**src/rtl/fetch_pkg.sv**
```systemverilog
// Shared widths, byte-select encodings and the instruction buffer entry type
// for the prefetching instruction fetch stage.
package fetch_pkg;

  localparam int PC_W       = 8;
  localparam int INSTR_W    = 16;
  localparam int ROM_ADDR_W = 9;

  // byte_sel encoding: the high byte of a word lives at the even ROM address
  localparam logic BYTE_HI = 1'b0;
  localparam logic BYTE_LO = 1'b1;

  typedef struct packed {
    logic [INSTR_W-1:0] instr;
    logic [PC_W-1:0]    pc;
  } fetch_entry_t;

endpackage

```
**src/rtl/fetch_fifo.sv**
```systemverilog
// Purpose: small synchronous buffer of assembled {instr, pc} entries.
// Latency: an entry written on an edge is visible at the head the following cycle.
// Backpressure: push while full is only legal together with a pop; flush overrides push and pop.
module fetch_fifo
  import fetch_pkg::*;
#(
  parameter int DEPTH = 4,
  localparam int IDX_W = $clog2(DEPTH),
  localparam int CNT_W = IDX_W + 1
) (
  input  logic             clk,
  input  logic             reset_n,
  input  logic             push,
  input  fetch_entry_t     push_entry,
  input  logic             pop,
  input  logic             flush,
  output fetch_entry_t     head,
  output logic [CNT_W-1:0] count,
  output logic             full,
  output logic             empty
);

  fetch_entry_t     mem [DEPTH];
  logic [IDX_W-1:0] wr_ptr;
  logic [IDX_W-1:0] rd_ptr;

  // storage write; entry validity is tracked by count, so the array needs no reset
  always_ff @(posedge clk) begin
    if (push && !flush) begin
      mem[wr_ptr] <= push_entry;
    end
  end

  // pointers wrap naturally because DEPTH is a power of two
  always_ff @(posedge clk or negedge reset_n) begin
    if (!reset_n) begin
      wr_ptr <= '0;
      rd_ptr <= '0;
      count  <= '0;
    end else if (flush) begin
      wr_ptr <= '0;
      rd_ptr <= '0;
      count  <= '0;
    end else begin
      if (push) wr_ptr <= wr_ptr + IDX_W'(1);
      if (pop)  rd_ptr <= rd_ptr + IDX_W'(1);
      count <= count + CNT_W'(push) - CNT_W'(pop);
    end
  end

  assign head  = mem[rd_ptr];
  assign empty = (count == '0);
  assign full  = (count == CNT_W'(DEPTH));

endmodule

```
**src/rtl/instr_fetch_unit.sv**
```systemverilog
// Purpose: prefetch 16-bit instructions as two ROM bytes and queue {instr, pc} for the core.
// Latency: hi-byte grant in cycle c gives instr_valid in c+3; redirect in r gives earliest instr_valid in r+4.
// Backpressure: a new word is started only when a FIFO slot is reserved for it; instr_ready low fills the FIFO and stops requests.
module instr_fetch_unit
  import fetch_pkg::*;
#(
  parameter int FIFO_DEPTH = 4
) (
  input  logic                  clk,
  input  logic                  reset_n,
  output logic                  rom_req,
  output logic [ROM_ADDR_W-1:0] rom_addr,
  input  logic                  rom_gnt,
  input  logic [7:0]            rom_rdata,
  output logic                  instr_valid,
  output logic [INSTR_W-1:0]    instr,
  output logic [PC_W-1:0]       instr_pc,
  input  logic                  instr_ready,
  input  logic                  redirect,
  input  logic [PC_W-1:0]       redirect_pc
);

  localparam int CNT_W = $clog2(FIFO_DEPTH) + 1;
  localparam int SUM_W = CNT_W + 1;

  logic [PC_W-1:0]  fetch_pc;
  logic [PC_W-1:0]  word_pc;
  logic             byte_sel;
  logic [7:0]       hold_hi;
  logic             resp_pending;
  logic             resp_sel;
  logic             word_open;

  logic             credit_ok;
  logic             grant;
  logic             resp_hi;
  logic             resp_lo;
  logic             push;
  logic             pop;
  fetch_entry_t     push_entry;
  fetch_entry_t     head;
  logic [CNT_W-1:0] fifo_count;
  logic             fifo_full;
  logic             fifo_empty;

  // a word already holding a slot reservation counts as occupied
  assign credit_ok = ({1'b0, fifo_count} + SUM_W'(word_open)) < SUM_W'(FIFO_DEPTH);

  assign rom_req  = reset_n && !redirect && ((byte_sel == BYTE_LO) || credit_ok);
  assign rom_addr = {fetch_pc, byte_sel};
  assign grant    = rom_req && rom_gnt;

  // responses landing in a redirect cycle belong to the abandoned stream
  assign resp_hi = resp_pending && !redirect && (resp_sel == BYTE_HI);
  assign resp_lo = resp_pending && !redirect && (resp_sel == BYTE_LO);

  assign instr_valid = !fifo_empty && !redirect;
  assign pop         = instr_valid && instr_ready;
  assign push        = resp_lo && (!fifo_full || pop);

  assign push_entry.instr = {hold_hi, rom_rdata};
  assign push_entry.pc    = word_pc;

  assign instr    = instr_valid ? head.instr : '0;
  assign instr_pc = instr_valid ? head.pc    : '0;

  // request sequencer: hi byte, then lo byte, then advance the fetch PC
  always_ff @(posedge clk or negedge reset_n) begin
    if (!reset_n) begin
      fetch_pc  <= '0;
      word_pc   <= '0;
      byte_sel  <= BYTE_HI;
      word_open <= 1'b0;
    end else if (redirect) begin
      fetch_pc  <= redirect_pc;
      byte_sel  <= BYTE_HI;
      word_open <= 1'b0;
    end else begin
      if (grant) begin
        if (byte_sel == BYTE_HI) begin
          byte_sel <= BYTE_LO;
        end else begin
          byte_sel <= BYTE_HI;
          word_pc  <= fetch_pc;
          fetch_pc <= fetch_pc + PC_W'(1);
        end
      end
      // a new word opening on the same edge an old one completes keeps the reservation
      if (grant && (byte_sel == BYTE_HI)) begin
        word_open <= 1'b1;
      end else if (resp_lo) begin
        word_open <= 1'b0;
      end
    end
  end

  // track the byte in flight and capture the high byte when it returns
  always_ff @(posedge clk or negedge reset_n) begin
    if (!reset_n) begin
      resp_pending <= 1'b0;
      resp_sel     <= BYTE_HI;
      hold_hi      <= '0;
    end else if (redirect) begin
      resp_pending <= 1'b0;
      resp_sel     <= BYTE_HI;
    end else begin
      resp_pending <= grant;
      resp_sel     <= byte_sel;
      if (resp_hi) begin
        hold_hi <= rom_rdata;
      end
    end
  end

  fetch_fifo #(
    .DEPTH(FIFO_DEPTH)
  ) u_fifo (
    .clk        (clk),
    .reset_n    (reset_n),
    .push       (push),
    .push_entry (push_entry),
    .pop        (pop),
    .flush      (redirect),
    .head       (head),
    .count      (fifo_count),
    .full       (fifo_full),
    .empty      (fifo_empty)
  );

endmodule
```
**config.mk**
```make
export PLATFORM = sky130hd
export DESIGN_NAME = instr_fetch_unit
export DESIGN_NICKNAME = d
export VERILOG_FILES = /design/src/rtl/fetch_pkg.sv /design/src/rtl/fetch_fifo.sv /design/src/rtl/instr_fetch_unit.sv
export SDC_FILE = /design/constraint.sdc
export NUM_CORES = 1
export LEC_CHECK = 0
export CAP_MARGIN = 40
export CORE_MARGIN = 2
export CORE_UTILIZATION = 46
export CTS_BUF_LIST = sky130_fd_sc_hd__clkbuf_4
export DETAILED_ROUTE_END_ITERATION = 12
export PLACE_DENSITY = 0.67
export SYNTH_ARGS = -nofsm -noshare
export SYNTH_HDL_FRONTEND = slang
export SYNTH_SLANG_ARGS = --single-unit
```
**constraint.sdc**
```tcl
create_clock -name clk -period 3.04 [get_ports clk]
set_clock_uncertainty 0.2 [all_clocks]
set_input_delay 0.608 -clock clk [delete_from_list [all_inputs] [get_ports clk]]
set_output_delay 0.608 -clock clk [all_outputs]
set_load 0.02 [all_outputs]
```
After elaboration in Yosys (flattened, before gate mapping)
Memory sizes are Yosys's and may differ from the RTL's.
Index checks and enable logic that the tools add are counted.

cells by class
  bitwise operators = 3
  reduce and logical (&&, ||, !) cells = 25
  order comparisons = 1
  equality and inequality tests = 1
  muxes and demuxes = 20
  $add $sub $neg = 6

operators by type and width
  cell                   count
  $mux W8                4
  $mux W16               1
  $logic_and A1 B1 Y1    11
  $mux W1                10
  $add A8 B1 Y8 const B  1
  $mux W2                4
  $reduce_bool A2 Y1     4
  $add A2 B1 Y2 const B  2
  $add A3 B1 Y4          1
  $lt A4 B3 Y1 const B   1
  $reduce_and A2 Y1      2
  $add A3 B1 Y3          1
  $eq A3 B3 Y1 const B   1
  $logic_not A1 Y1       3
  $logic_not A3 Y1       1
  $mux W3                1
  $not A1 Y1             3
  $reduce_and A3 Y1      1
  $reduce_bool A3 Y1     1
  $sub A3 B1 Y3          1
  $logic_or A1 B1 Y1     2

storage, ports and cells
  memories kept = 1
  bits in writable memories = 96
  register bits = 35
  word-level logic and storage cells = 67

memory list
  memory      depth  width  rd ports  clocked after memory_dff  write ports  line              text
  u_fifo.mem  4      24     1         0                         1            fetch_fifo.sv:23  fetch_entry_t mem [DEPTH];

Longest topological paths before layout
  depth after elaboration = 9
  gate-level depth with buffers = 9
  depth with buffers taken out = 8

By module
A second synthesis with hierarchy kept.

unflattened totals
  cell total of the unflattened synthesis = 310
  area total of the unflattened synthesis = 5371.4 um^2

modules (own cells, without submodules)
  module            cells an instance  sequential area each (um^2)  area an instance (um^2)  instances
  fetch_fifo        165                3057.9                       3946.3                   1
  instr_fetch_unit  145                700.7                        1425.1                   1

Least setup slack after synthesis
OpenSTA, ideal clock, no wires.

  kind = in2reg
  from = in redirect
  to = reg u_fifo.count[2]
  path slack = 0.723 ns
  arrival time = 1.985 ns
  stages on the path = 9
  cell sequence = buf_6 -> buf_2 -> nor3_1 -> xor2_1 -> ha_1 -> inv_1 -> fa_1 -> xnor2_1 -> nor2_1

on the way
  cells in the longest elaborated chain, start to end = 8
  elaborated cells between the ends (all ways) = 10
  those cells by class = add/sub (2); mux (1); reduce/logical (7)

ends and longest elaborated chain
  element               line                                            text
  from (decl)           instr_fetch_unit.sv:19                          input logic redirect,
  $logic_not A1 Y1      instr_fetch_unit.sv:55, instr_fetch_unit.sv:57
  $logic_and A1 B1 Y1   instr_fetch_unit.sv:57                          assign instr_valid = !fifo_empty && !redirect;
  $logic_and A1 B1 Y1   instr_fetch_unit.sv:58                          assign pop = instr_valid && instr_ready;
  $logic_or A1 B1 Y1    instr_fetch_unit.sv:59                          assign push = resp_lo && (!fifo_full || pop);
  $logic_and A1 B1 Y1   instr_fetch_unit.sv:59
  $add A3 B1 Y3         fetch_fifo.sv:47                                count <= count + CNT_W'(push) - CNT_W'(pop);
  $sub A3 B1 Y3         fetch_fifo.sv:47
  $mux W3 (*)           fetch_fifo.sv:40                                end else if (flush) begin
  to (signal assigned)  fetch_fifo.sv:47
  to (decl)             fetch_fifo.sv:18                                output logic [CNT_W-1:0] count,

Mark *: on every way between the ends. The rest lies on a longest branch, timed or not.
A chain may end at the register's enable or synchronous reset.

Worst setup path in the final report
  from = reg u_fifo.rd_ptr[0]
  to = out instr[8]

on the way
  cells in the longest elaborated chain, start to end = 2

ends and longest elaborated chain
  element                 line                    text
  from (decl)             fetch_fifo.sv:25        logic [IDX_W-1:0] rd_ptr;
  from (signal assigned)  fetch_fifo.sv:46        if (pop) rd_ptr <= rd_ptr + IDX_W'(1);
  $mem_v2 Z4 W24          -
  $mux W16                instr_fetch_unit.sv:64  assign instr = instr_valid ? head.instr : '0;
  to (decl)               instr_fetch_unit.sv:16  output logic [INSTR_W-1:0] instr,

No other way between the ends.

==> run_results.csv <==
group,metric,value,unit
place,port_buffers,55,
routing,drt_first_pass_iters,4,
routing,routed_wl,9.89,mm
pwr,power_frac_seq,54.0,%
pwr,p_int,3.07,mW
routing,vias,2958,
run_status,run_status,"finished, final reports clean",
worst_setup_path,end_kind,"primary output",
timing,tns,0,ns
place,dp_hpwl,5.78,mm
job,maxCapViolations,0,
final_layout,fin_util,55.5,%
final_layout,drive_gt1_share,21.7,%
floorplan,start_util,46.6,%
pwr,leakage,2.43,nW
routing,ant_nets,0,
pwr,power_frac_comb,20.3,%
timing,timing.slew.headroom,63.3,%
worst_setup_path,crit_type,"flop to primary output",
final_layout,fillers,981,
timing,drv_slew,0,
worst_setup_path,start_kind,"flop",
timing,timing.final.crit_share,97.5,%
timing,period_minus_slack,2.96,ns
clock_network,cts_tree,"done",
grt,grt_first_pass_wirelength,15.7,mm
worst_setup_path,r2r-end,"u_fifo.count[2]",
timing,finalHoldViolCount,0,
timing,tightest_slew,0.550,ns
floorplan,die_width,114,um
clock_network,clockBufferDepth,2,
timing,hold-worst-slack,0.0329,ns
clock_network,ctsHoldBuffers,0,
grt,grt_antenna_before_repair,0,
yosys,synthDistinctLibCells,54,
routing,first_iter_violations,169,
pwr,ir_worst_vdd,0.324,mV
clock_network,clkLatencyLatePin,0.51,ns
floorplan,core,0.0119,mm^2
yosys,ys_seq_area_share,67.7,%
timing,max_freq,337,MHz
final_layout,num_antenna_cells,0,
place,finalWeightedCongestion,0.799,
floorplan,dieArea,0.0130,mm^2
worst_setup_path,crit_path_end,"instr[8]",
timing,rsz0062_at_grt,"yes",
yosys,synth_area,0.00555,mm^2
yosys,syn_nets,340,
yosys,synth_seq_cells,131,
yosys,syn_area_per_cell,17.9,um^2
yosys,synthArstFlopShare,26.7,%
final_layout,multi_input_area,0.00163,mm^2
pwr,p_clk_share,25.7,%
grt,grt_max_degree,38,
clock_network,clkTransAtPathRegs,0.11,ns
timing,setup_violations,0,
routing,drc,0,
grt,first_global_vias,2944,
grt,grt_usage,16.2,%
floorplan,fp-row-count,40,
yosys,yosys_warnings,0,
clock_network,cts_root_buf,"clkbuf_4",
worst_setup_path,r2r_slack,0.86,ns
pwr,switching_share,28.0,%
yosys,synth_edf_count,96,
worst_setup_path,r2r_cells,8,
clock_network,cts_sinks,131,
floorplan,die_y,114,um
clock_network,numCtsBuffers,17,
final_layout,syn2layout_area_growth,19.0,%
grt,grt.overflow.total,0,
worst_setup_path,crit_path_start,"u_fifo.rd_ptr[0]",
floorplan,top_level_ports,56,
worst_setup_path,arrival,2.16,ns
pwr,switching_power,1.19,mW
worst_setup_path,worstReg2RegStart,"u_fifo.count[1]",
yosys,synth_cells,311,
routing,viasPerCell,5.40,
clock_network,cts.htree.levels,4,
worst_setup_path,cp_max_fo,11,
routing,wl_per_cell,18.0,um
final_layout,nNetsFinal,417,
pwr,p_per_area,646,mW/mm^2
min_path,hold_class,"input port to async pin",
final_layout,seq_area,0.00376,mm^2
worst_setup_path,required,2.23,ns
yosys,synth_ff_type,"edfxtp_1",
## power groups by stage
stage,Clock [mW],Sequential [mW],Combinational [mW]
after global placement,0,2.32,0.869
after detailed placement,0,2.34,0.885
after global routing,1.22,2.33,0.936
after floorplan,0,2.29,0.579
after CTS,1.13,2.30,0.840
final,1.10,2.30,0.867
## timing repair
action / CTS / global route
endpoints found under the setup margin: 26 / 21
resized for setup: 33 / 27
cloned: 0 / 1
buffers inserted: 0 / 4
## sequential cells by signal, summed over array words and instances, names as in the netlist
name	flops
u_fifo.rd_ptr	2
fetch_pc	8
resp_pending	1
u_fifo.count	3
u_fifo.wr_ptr	2
word_open	1
word_pc	8
byte_sel	1
resp_sel	1
u_fifo.mem	96
hold_hi	8
## kinds of logic after synthesis
logic type               after synthesis  synth area share, %
adder cells (fa/ha/maj)                8                 1.94
flip-flops                           131                 67.7
AO/OA/AOI/OAI                         32                 4.33
multiplexers                          41                 14.7
XOR/XNOR                               3                0.473
AND/OR/NAND/NOR                       71                 8.02
buffers and inverters                 25                 2.88
## cell usage after synthesis, types with 6 or more instances
| cell type | number | area share [%] |
|---|---|---|
| edfxtp_1 | 96 | 52 |
| dfrtp_1 | 35 | 16 |
| o21ai_0 | 7 | 0.63 |
| nor2_1 | 6 | 0.41 |
| nand2_1 | 8 | 0.54 |
| mux2_2 | 15 | 3.0 |
| buf_2 | 6 | 0.54 |
| inv_1 | 9 | 0.61 |
| nor2b_1 | 28 | 3.2 |
| ha_1 | 7 | 1.6 |
| mux4_1 | 23 | 11 |
## cells in the final DEF, fill, tap and decap left out, drive strengths merged, types with 2 or more instances in the layout
cell and instances:
bufinv 2, dlygate4sd2 8, clkinv 9, or3 4
mux2 15, nand2 8, ha 7, clkbuf 29
mux2i 2, a21oi 4, inv 9, edfxtp 96
xor2 2, nor3b 2, nor2b 28, and2 5
buf 19, o211ai 2, nor3 5, dfrtp 35
clkdlybuf4s50 28, clkinvlp 4, a22oi 2, mux4 24
o21ai 8, clkdlybuf4s15 7, nor2 6, o311ai 4
nand3 4
## layout make-up
type | count | area share (%)
inverter | 9 | 0.511
clock buffer | 17 | 1.93
clock inverter | 15 | 2.16
multi-input combinational | 155 | 24.6
timing repair buffer | 74 | 11.1
tap | 147 | 2.78
sequential | 131 | 56.9
## through the flow
step,instances,cell area [um^2],power [mW],worst slack [ns]
detailed placement,511,6350,3.22,0.0228
floorplan,311,5550,2.87,0.723
finish,548,6610,4.27,0.0759
global route,548,6610,4.48,-0.0182
global placement,511,6350,3.18,0.0357
CTS,543,6590,4.27,-0.00440
## per-layer routing
| layer | up-vias | track usage [%] | routed length [um] |
|---|---|---|---|
| met2 | 81 | 26.8 | 4830 |
| met5 | - | 0 | 0 |
| met3 | 9 | 4.84 | 446 |
| li1 | 1393 | - | - |
| met1 | 1475 | 20.8 | 4530 |
| met4 | 0 | 5.12 | 80 |
## critical path: stages (launching register included)
cell and delay (ns):
dfrtp_2 0.47, buf_12 0.17, mux4_1 0.56, nor2b_1 0.14
dlygate4sd2_1 0.31
## worst min path at each step
stage | cells past startpoint | endpoint | from
floorplan | 0 | byte_sel | reset_n
global placement | 0 | u_fifo.mem[0][1] | word_pc[1]
detailed placement | 0 | u_fifo.mem[0][19] | hold_hi[3]
CTS | 2 | u_fifo.rd_ptr[0] | reset_n
global route | 2 | fetch_pc[5] | reset_n
finish | 2 | u_fifo.rd_ptr[1] | reset_n
Power figures use the tool's default switching activity.
